**src/rtl/axi_llc_pkg.sv**
```systemverilog
// Shared LLC tag BIST types: tag pattern layout, index/way types and the tracked read request.
// MaxRamLatency bounds the checker's request-to-data delay pipeline.
package axi_llc_pkg;

    localparam int unsigned PkgWays         = 32'd4;
    localparam int unsigned PkgPatternWidth = 32'd22;
    localparam int unsigned PkgIndexLength  = 32'd8;
    localparam int unsigned MaxRamLatency   = 32'd4;

    typedef struct packed {
        logic                       val;
        logic                       dit;
        logic [PkgPatternWidth-3:0] tag;
    } pattern_t;

    typedef logic [PkgWays-1:0]        way_ind_t;
    typedef logic [PkgIndexLength-1:0] index_t;

    typedef struct packed {
        logic     valid;
        index_t   index;
        pattern_t pattern;
    } tag_req_t;

endpackage

```
**src/rtl/axi_llc_tag_bist_delay.sv**
```systemverilog
// RamLatency-deep shift pipeline for tracked tag reads; advances every cycle, no stall.
// Reset clears every stage so in-flight reads are dropped.
module axi_llc_tag_bist_delay
    import axi_llc_pkg::*;
#(
    parameter int unsigned RamLatency = 32'd1,
    parameter type         req_t      = tag_req_t
) (
    input  logic clk_i,
    input  logic rst_i,
    input  req_t req_i,
    output req_t req_o
);

    req_t r_stage [RamLatency];

    // Shift register: stage 0 takes the new request, each later stage takes its predecessor.
    always_ff @(posedge clk_i or posedge rst_i) begin
        if (rst_i) begin
            for (int i = 0; i < int'(RamLatency); i++) begin
                r_stage[i] <= '0;
            end
        end else begin
            r_stage[0] <= req_i;
            for (int i = 1; i < int'(RamLatency); i++) begin
                r_stage[i] <= r_stage[i-1];
            end
        end
    end

    assign req_o = r_stage[RamLatency-1];

endmodule

```
**src/rtl/axi_llc_tag_bist_check.sv**
```systemverilog
// LLC tag BIST checker: compares delayed expected patterns against tag SRAM read data per way.
// Optional first-failure index log enabled by defining AXI_LLC_TAG_BIST_FAIL_LOG_EN.
module axi_llc_tag_bist_check
    import axi_llc_pkg::*;
#(
    parameter int unsigned SetAssociativity = 32'd4,
    parameter int unsigned PatternWidth     = 32'd22,
    parameter int unsigned IndexLength      = 32'd8,
    parameter int unsigned RamLatency       = 32'd1,
    parameter int unsigned CntWidth         = 32'd8
) (
    input  logic                                   clk_i,
    input  logic                                   rst_i,
    input  logic                                   req_i,
    input  logic                                   we_i,
    input  logic [IndexLength-1:0]                 index_i,
    input  logic [PatternWidth-1:0]                pattern_i,
    input  logic [SetAssociativity*PatternWidth-1:0] rdata_i,
    input  logic                                   clear_i,
    output logic [SetAssociativity-1:0]            bist_res_o,
    output logic                                   bist_res_valid_o,
    output logic [SetAssociativity*CntWidth-1:0]   err_cnt_o,
    output logic [IndexLength-1:0]                 fail_index_o,
    output logic                                   fail_valid_o
);

    if ((RamLatency < 32'd1) || (RamLatency > MaxRamLatency)) begin : g_bad_latency
        $error("axi_llc_tag_bist_check: RamLatency out of range");
    end

    typedef struct packed {
        logic                    valid;
        logic [IndexLength-1:0]  index;
        logic [PatternWidth-1:0] pattern;
    } req_t;

    logic                        w_read;
    req_t                        w_push;
    req_t                        w_tail;
    logic [SetAssociativity-1:0] w_match;
    logic [SetAssociativity-1:0] w_fail;

    logic [SetAssociativity-1:0] r_res;
    logic                        r_res_valid;
    logic [CntWidth-1:0]         r_cnt [SetAssociativity];

    assign w_read = req_i & ~we_i;

    // Payload is zeroed on non-read cycles so idle X never enters the pipeline.
    always_comb begin
        w_push.valid   = w_read;
        w_push.index   = '0;
        w_push.pattern = '0;
        if (w_read) begin
            w_push.index   = index_i;
            w_push.pattern = pattern_i;
        end else begin
            w_push.index   = '0;
            w_push.pattern = '0;
        end
    end

    axi_llc_tag_bist_delay #(
        .RamLatency (RamLatency),
        .req_t      (req_t)
    ) u_delay (
        .clk_i (clk_i),
        .rst_i (rst_i),
        .req_i (w_push),
        .req_o (w_tail)
    );

    // Per-way compare; a failure only counts when the pipeline tail holds a read.
    always_comb begin
        w_match = '0;
        w_fail  = '0;
        for (int w = 0; w < int'(SetAssociativity); w++) begin
            w_match[w] = (rdata_i[w*PatternWidth +: PatternWidth] == w_tail.pattern);
            w_fail[w]  = w_tail.valid & ~w_match[w];
        end
    end

    // Registered result; invalid cycles report all ways matched.
    always_ff @(posedge clk_i or posedge rst_i) begin
        if (rst_i) begin
            r_res       <= '1;
            r_res_valid <= 1'b0;
        end else if (w_tail.valid) begin
            r_res       <= w_match;
            r_res_valid <= 1'b1;
        end else begin
            r_res       <= '1;
            r_res_valid <= 1'b0;
        end
    end

    // Saturating per-way mismatch counters; clear overrides a same-cycle increment.
    always_ff @(posedge clk_i or posedge rst_i) begin
        if (rst_i) begin
            for (int w = 0; w < int'(SetAssociativity); w++) begin
                r_cnt[w] <= '0;
            end
        end else if (clear_i) begin
            for (int w = 0; w < int'(SetAssociativity); w++) begin
                r_cnt[w] <= '0;
            end
        end else begin
            for (int w = 0; w < int'(SetAssociativity); w++) begin
                if (w_fail[w] && (r_cnt[w] != {CntWidth{1'b1}})) begin
                    r_cnt[w] <= r_cnt[w] + CntWidth'(1);
                end
            end
        end
    end

    // Flatten counters onto the status bus.
    always_comb begin
        err_cnt_o = '0;
        for (int w = 0; w < int'(SetAssociativity); w++) begin
            err_cnt_o[w*CntWidth +: CntWidth] = r_cnt[w];
        end
    end

    assign bist_res_o       = r_res;
    assign bist_res_valid_o = r_res_valid;

`ifdef AXI_LLC_TAG_BIST_FAIL_LOG_EN
    logic [IndexLength-1:0] r_fail_index;
    logic                   r_fail_valid;

    // First-failure log: sticky until clear or reset.
    always_ff @(posedge clk_i or posedge rst_i) begin
        if (rst_i) begin
            r_fail_index <= '0;
            r_fail_valid <= 1'b0;
        end else if (clear_i) begin
            r_fail_index <= '0;
            r_fail_valid <= 1'b0;
        end else if ((|w_fail) && !r_fail_valid) begin
            r_fail_index <= w_tail.index;
            r_fail_valid <= 1'b1;
        end else begin
            r_fail_index <= r_fail_index;
            r_fail_valid <= r_fail_valid;
        end
    end

    assign fail_index_o = r_fail_index;
    assign fail_valid_o = r_fail_valid;
`else
    assign fail_index_o = '0;
    assign fail_valid_o = 1'b0;
`endif

endmodule
```
**config.mk**
```make
export PLATFORM = sky130hd
export DESIGN_NAME = axi_llc_tag_bist_check
export DESIGN_NICKNAME = d
export VERILOG_FILES = /design/src/rtl/axi_llc_pkg.sv /design/src/rtl/axi_llc_tag_bist_delay.sv /design/src/rtl/axi_llc_tag_bist_check.sv
export SDC_FILE = /design/constraint.sdc
export NUM_CORES = 1
export LEC_CHECK = 0
export CAP_MARGIN = 20
export CORE_MARGIN = 2
export CORE_UTILIZATION = 35
export DETAILED_ROUTE_END_ITERATION = 16
export GPL_ROUTABILITY_DRIVEN = 0
export GPL_TIMING_DRIVEN = 0
export PLACE_DENSITY = 0.7
export SETUP_SLACK_MARGIN = 0.15
export SLEW_MARGIN = 15
export SYNTH_ARGS = -nofsm -noshare
export SYNTH_HDL_FRONTEND = slang
export SYNTH_SLANG_ARGS = --single-unit
```
**constraint.sdc**
```tcl
create_clock -name clk_i -period 2.6 [get_ports clk_i]
set_input_delay 0.52 -clock clk_i [delete_from_list [all_inputs] [get_ports clk_i]]
set_output_delay 0.52 -clock clk_i [all_outputs]
set_load 0.01 [all_outputs]
```
==> results.txt <==
----------------------------------------------------
[STA]
  Timing-limited maximum frequency ... 433.6 MHz
  Number of failing hold endpoints at the final stage ... 0
  Relative slew margins ... 50.51%
  Pin slew with the least headroom to its limit ... roughly 0.74 ns
  Final critical-path share of the clock period ... 88.71%
  Count of endpoints failing setup in the final report ... 0
  Tmin final ... 2.306 ns
  RSZ-0062 raised after global routing ... false
  Fin Clk Skew ... 0.006276 ns
  Setup WS post-layout ... 0.2936 ns
  Count of pins over their slew limit ... 0

[Layout]
  Final core occ ... between 50% and 60%
  Final design area excluding fillers ... between 6000 and 7000 µm²
  FILL cells ... 1,043
  Area overhead of the layout relative to synthesis ... 50.26%
  Sequential cell area ... 1506 µm²
  Antenna Diode Count ... 0
  Final #Nets ... around 700
  Fraction of layout instances using a drive strength above 1 ... 12.15%
  Area of the multi-input gates ... 2292 µm²

[Floorplan]
  Core Region ... roughly 11,000 µm²
  Vertical die dimension ... 111.2 µm
  Chip Width ... 111.2 µm
  I/O pin total ... 169
  Die footprint ... approximately 12,000 µm²
  Initial core utilization ... between 30% and 40%
  FP Rows ... 39

[Placed design]
  Buffers added on ports ... around 150
  Placed instance area ... 5748 µm²
  Post-Place Worst Slack ... -0.1345 ns
  Final HPWL DP ... 9871 µm

[Clock tree]
  Post-CTS repair timing setup buffer count ... 0
  Latest clock arrival within the worst-skew pair ... 0.33 ns
  Cell at the root of the clock tree ... clkbuf_16
  CTS tree ... done
  CTS H-tree depth ... 3
  Total clock buffers created by CTS ... 9
  Max Root-Sink Buffers ... 2
  Clock-pin slew on the worst setup and hold paths ... 0.05 ns
  Clock sink count ... 60

[Worst setup path]
  Worst setup EP type ... flip-flop
  Crit-path max FO ... 8
  Data arrival time at the worst-slack endpoint ... roughly 2.5 ns
  Crit path required time ... 2.82 ns
  Type of the worst setup path ... in -> reg
  Kind of start point of the critical path ... primary input

[Yosys]
  Yosys warning count ... 0
  Flip-flop cell with the highest count after synthesis ... dfrtp_1
  Leading cell type by number of instances after synthesis ... xnor2_1
  Syn_area_per_cell ... between 10 and 15 µm²
  Post-synth top area share ... between 30% and 40%
  Syn Inst Count ... 401
  Post-synthesis sequential area ratio ... 37.43%
  Leading cell types by count after synthesis ... xnor2_1 (81), dfrtp_1 (56), nor2_1 (36)
  Post-synthesis cell type count ... 48
  Post-synthesis instance area ... 4025 µm²
  EDFF count, synth ... 0
  Post-synthesis async set-or-reset flop share ... 100.0%
  Top cells by area, synth ... dfrtp_1 (35%), xnor2_1 (18%), nand4_1 (5.1%)
  Dominant cell type by area after synthesis ... dfrtp_1
  Register bit total from synthesis ... 60

[Pwr]
  Areal power density over the cells ... 438.6 nW/µm²
  Largest vdd supply drop ... 0.3412 mV
  Pwr Total ... ~2.7 mW
  Static leakage ... 2.372 nW

[GRT]
  Pin count of the biggest net entering global routing ... just over 60
  Number of antenna violations at the first check in global routing ... 0
  Grt total ovfl ... 0
  All-Layer GR Usage ... 20.35%
  First-pass GRT wire length ... between 15,000 and 20,000 µm
  Number of global-route vias before repair ... 3,605

[Job]
  Max-Cap Viols ... 0

[Route]
  First-pass DRT Iterations ... 4
  Remaining design rule violation count ... 0
  Routed wire length ... between 10,000 and 15,000 µm
  WL/cell ... 17.13 µm
  Number of vias per cell ... 4.912
  Total number of vias ... around 3,500
  Number of DRC markers after the initial detailed-route iteration ... about 190
  Remaining number of nets flagged by the antenna check after routing ... 0

[Min path]
  Kind of path behind the tightest hold check ... reg -> reg

[Outcome]
  Status ... finished, final reports clean

----------------------------------------------------
## layout make-up
class | instances | share of cell area, %
repair buffers | 151 | 24.99
multi-input cells | 310 | 37.90
clock inverters | 3 | 0.3103
flip-flops and latches | 60 | 24.91
inverters | 6 | 0.4137
clock buffers | 13 | 4.634
plain buffers | 33 | 3.889
well taps | 143 | 2.958
## worst paths after layout
path	depth (start not counted)	slack [ns]	start	endpoint
min reg2reg	2	0.60	err_cnt_o[6]	err_cnt_o[6]
max in group asynchronous	2	1.43	rst_i	u_delay.req_o[2]
min	2	0.60	err_cnt_o[6]	err_cnt_o[6]
max	8	0.29	rdata_i[47]	err_cnt_o[21]
max reg2reg	8	0.41	u_delay.req_o[3]	err_cnt_o[21]
min in group asynchronous	2	0.68	rst_i	u_delay.req_o[9]
## flip-flops by register name (all words and copies together) (netlist names)
| register | flops |
|---|---|
| bist_res_valid_o | 1 |
| err_cnt_o | 32 |
| bist_res_o | 4 |
| u_delay.req_o | 23 |
## per-stage QoR
step	std cells	hold slack (ns)	TNS, ns
floorplan	409	0.4856	0
global placement	703	0.5849	-31.10
detailed placement	703	0.5873	-1.099
CTS	719	0.6015	0
global route	719	0.6377	0
finish	719	0.5984	0
## report_power, final
| part | switching, mW | internal, mW |
|---|---|---|
| clock | 0.417 | 0.746 |
| sequential | 0.0287 | 0.963 |
| combinational | 0.196 | 0.302 |
## timing repair
item	in CTS	in global routing
hold buffers	0	0
endpoints found under the setup margin	0	12
resized for setup	0	2
## cell usage in the layout, fill, tap and decap left out, drive strengths merged, types with 12 or more instances in the layout
cell type / n
clkdlybuf4s50: 151
nor2: 36
dfrtp: 56
clkbuf: 21
nand4: 33
and2: 23
xnor2: 86
buf: 25
nor2b: 12
nand2: 17
## routing by layer
metal  vias to the layer above  share of wire [%]  track usage (%)
met5                         -                  0                0
met4                         0                3.4            8.642
met3                        29                5.0            5.085
met2                       117                 49            33.98
met1                      1696                 43            25.01
li1                       1690                  -                -
## kinds of logic (layout without fill, tap and decap cells)
group	count (synthesis)	after routing	synth area share (%)
flops	60	60	37.43
xor+xnor	94	94	21.39
other cells	1	9	0.09317
mux	15	15	4.321
buf+inv	39	206	6.372
compound gates	29	29	5.906
fa+ha+maj	4	4	1.243
simple gates	159	159	23.25
## worst max-delay path, stage by stage
cell	delay [ns]
clkdlybuf4s50_1	0.41
xnor2_1	0.28
nand4_1	0.19
nor3_1	0.42
and2_1	0.21
buf_6	0.13
nor4_2	0.06
mux2_4	0.30
Note: power is estimated with default switching activity, not from simulation.
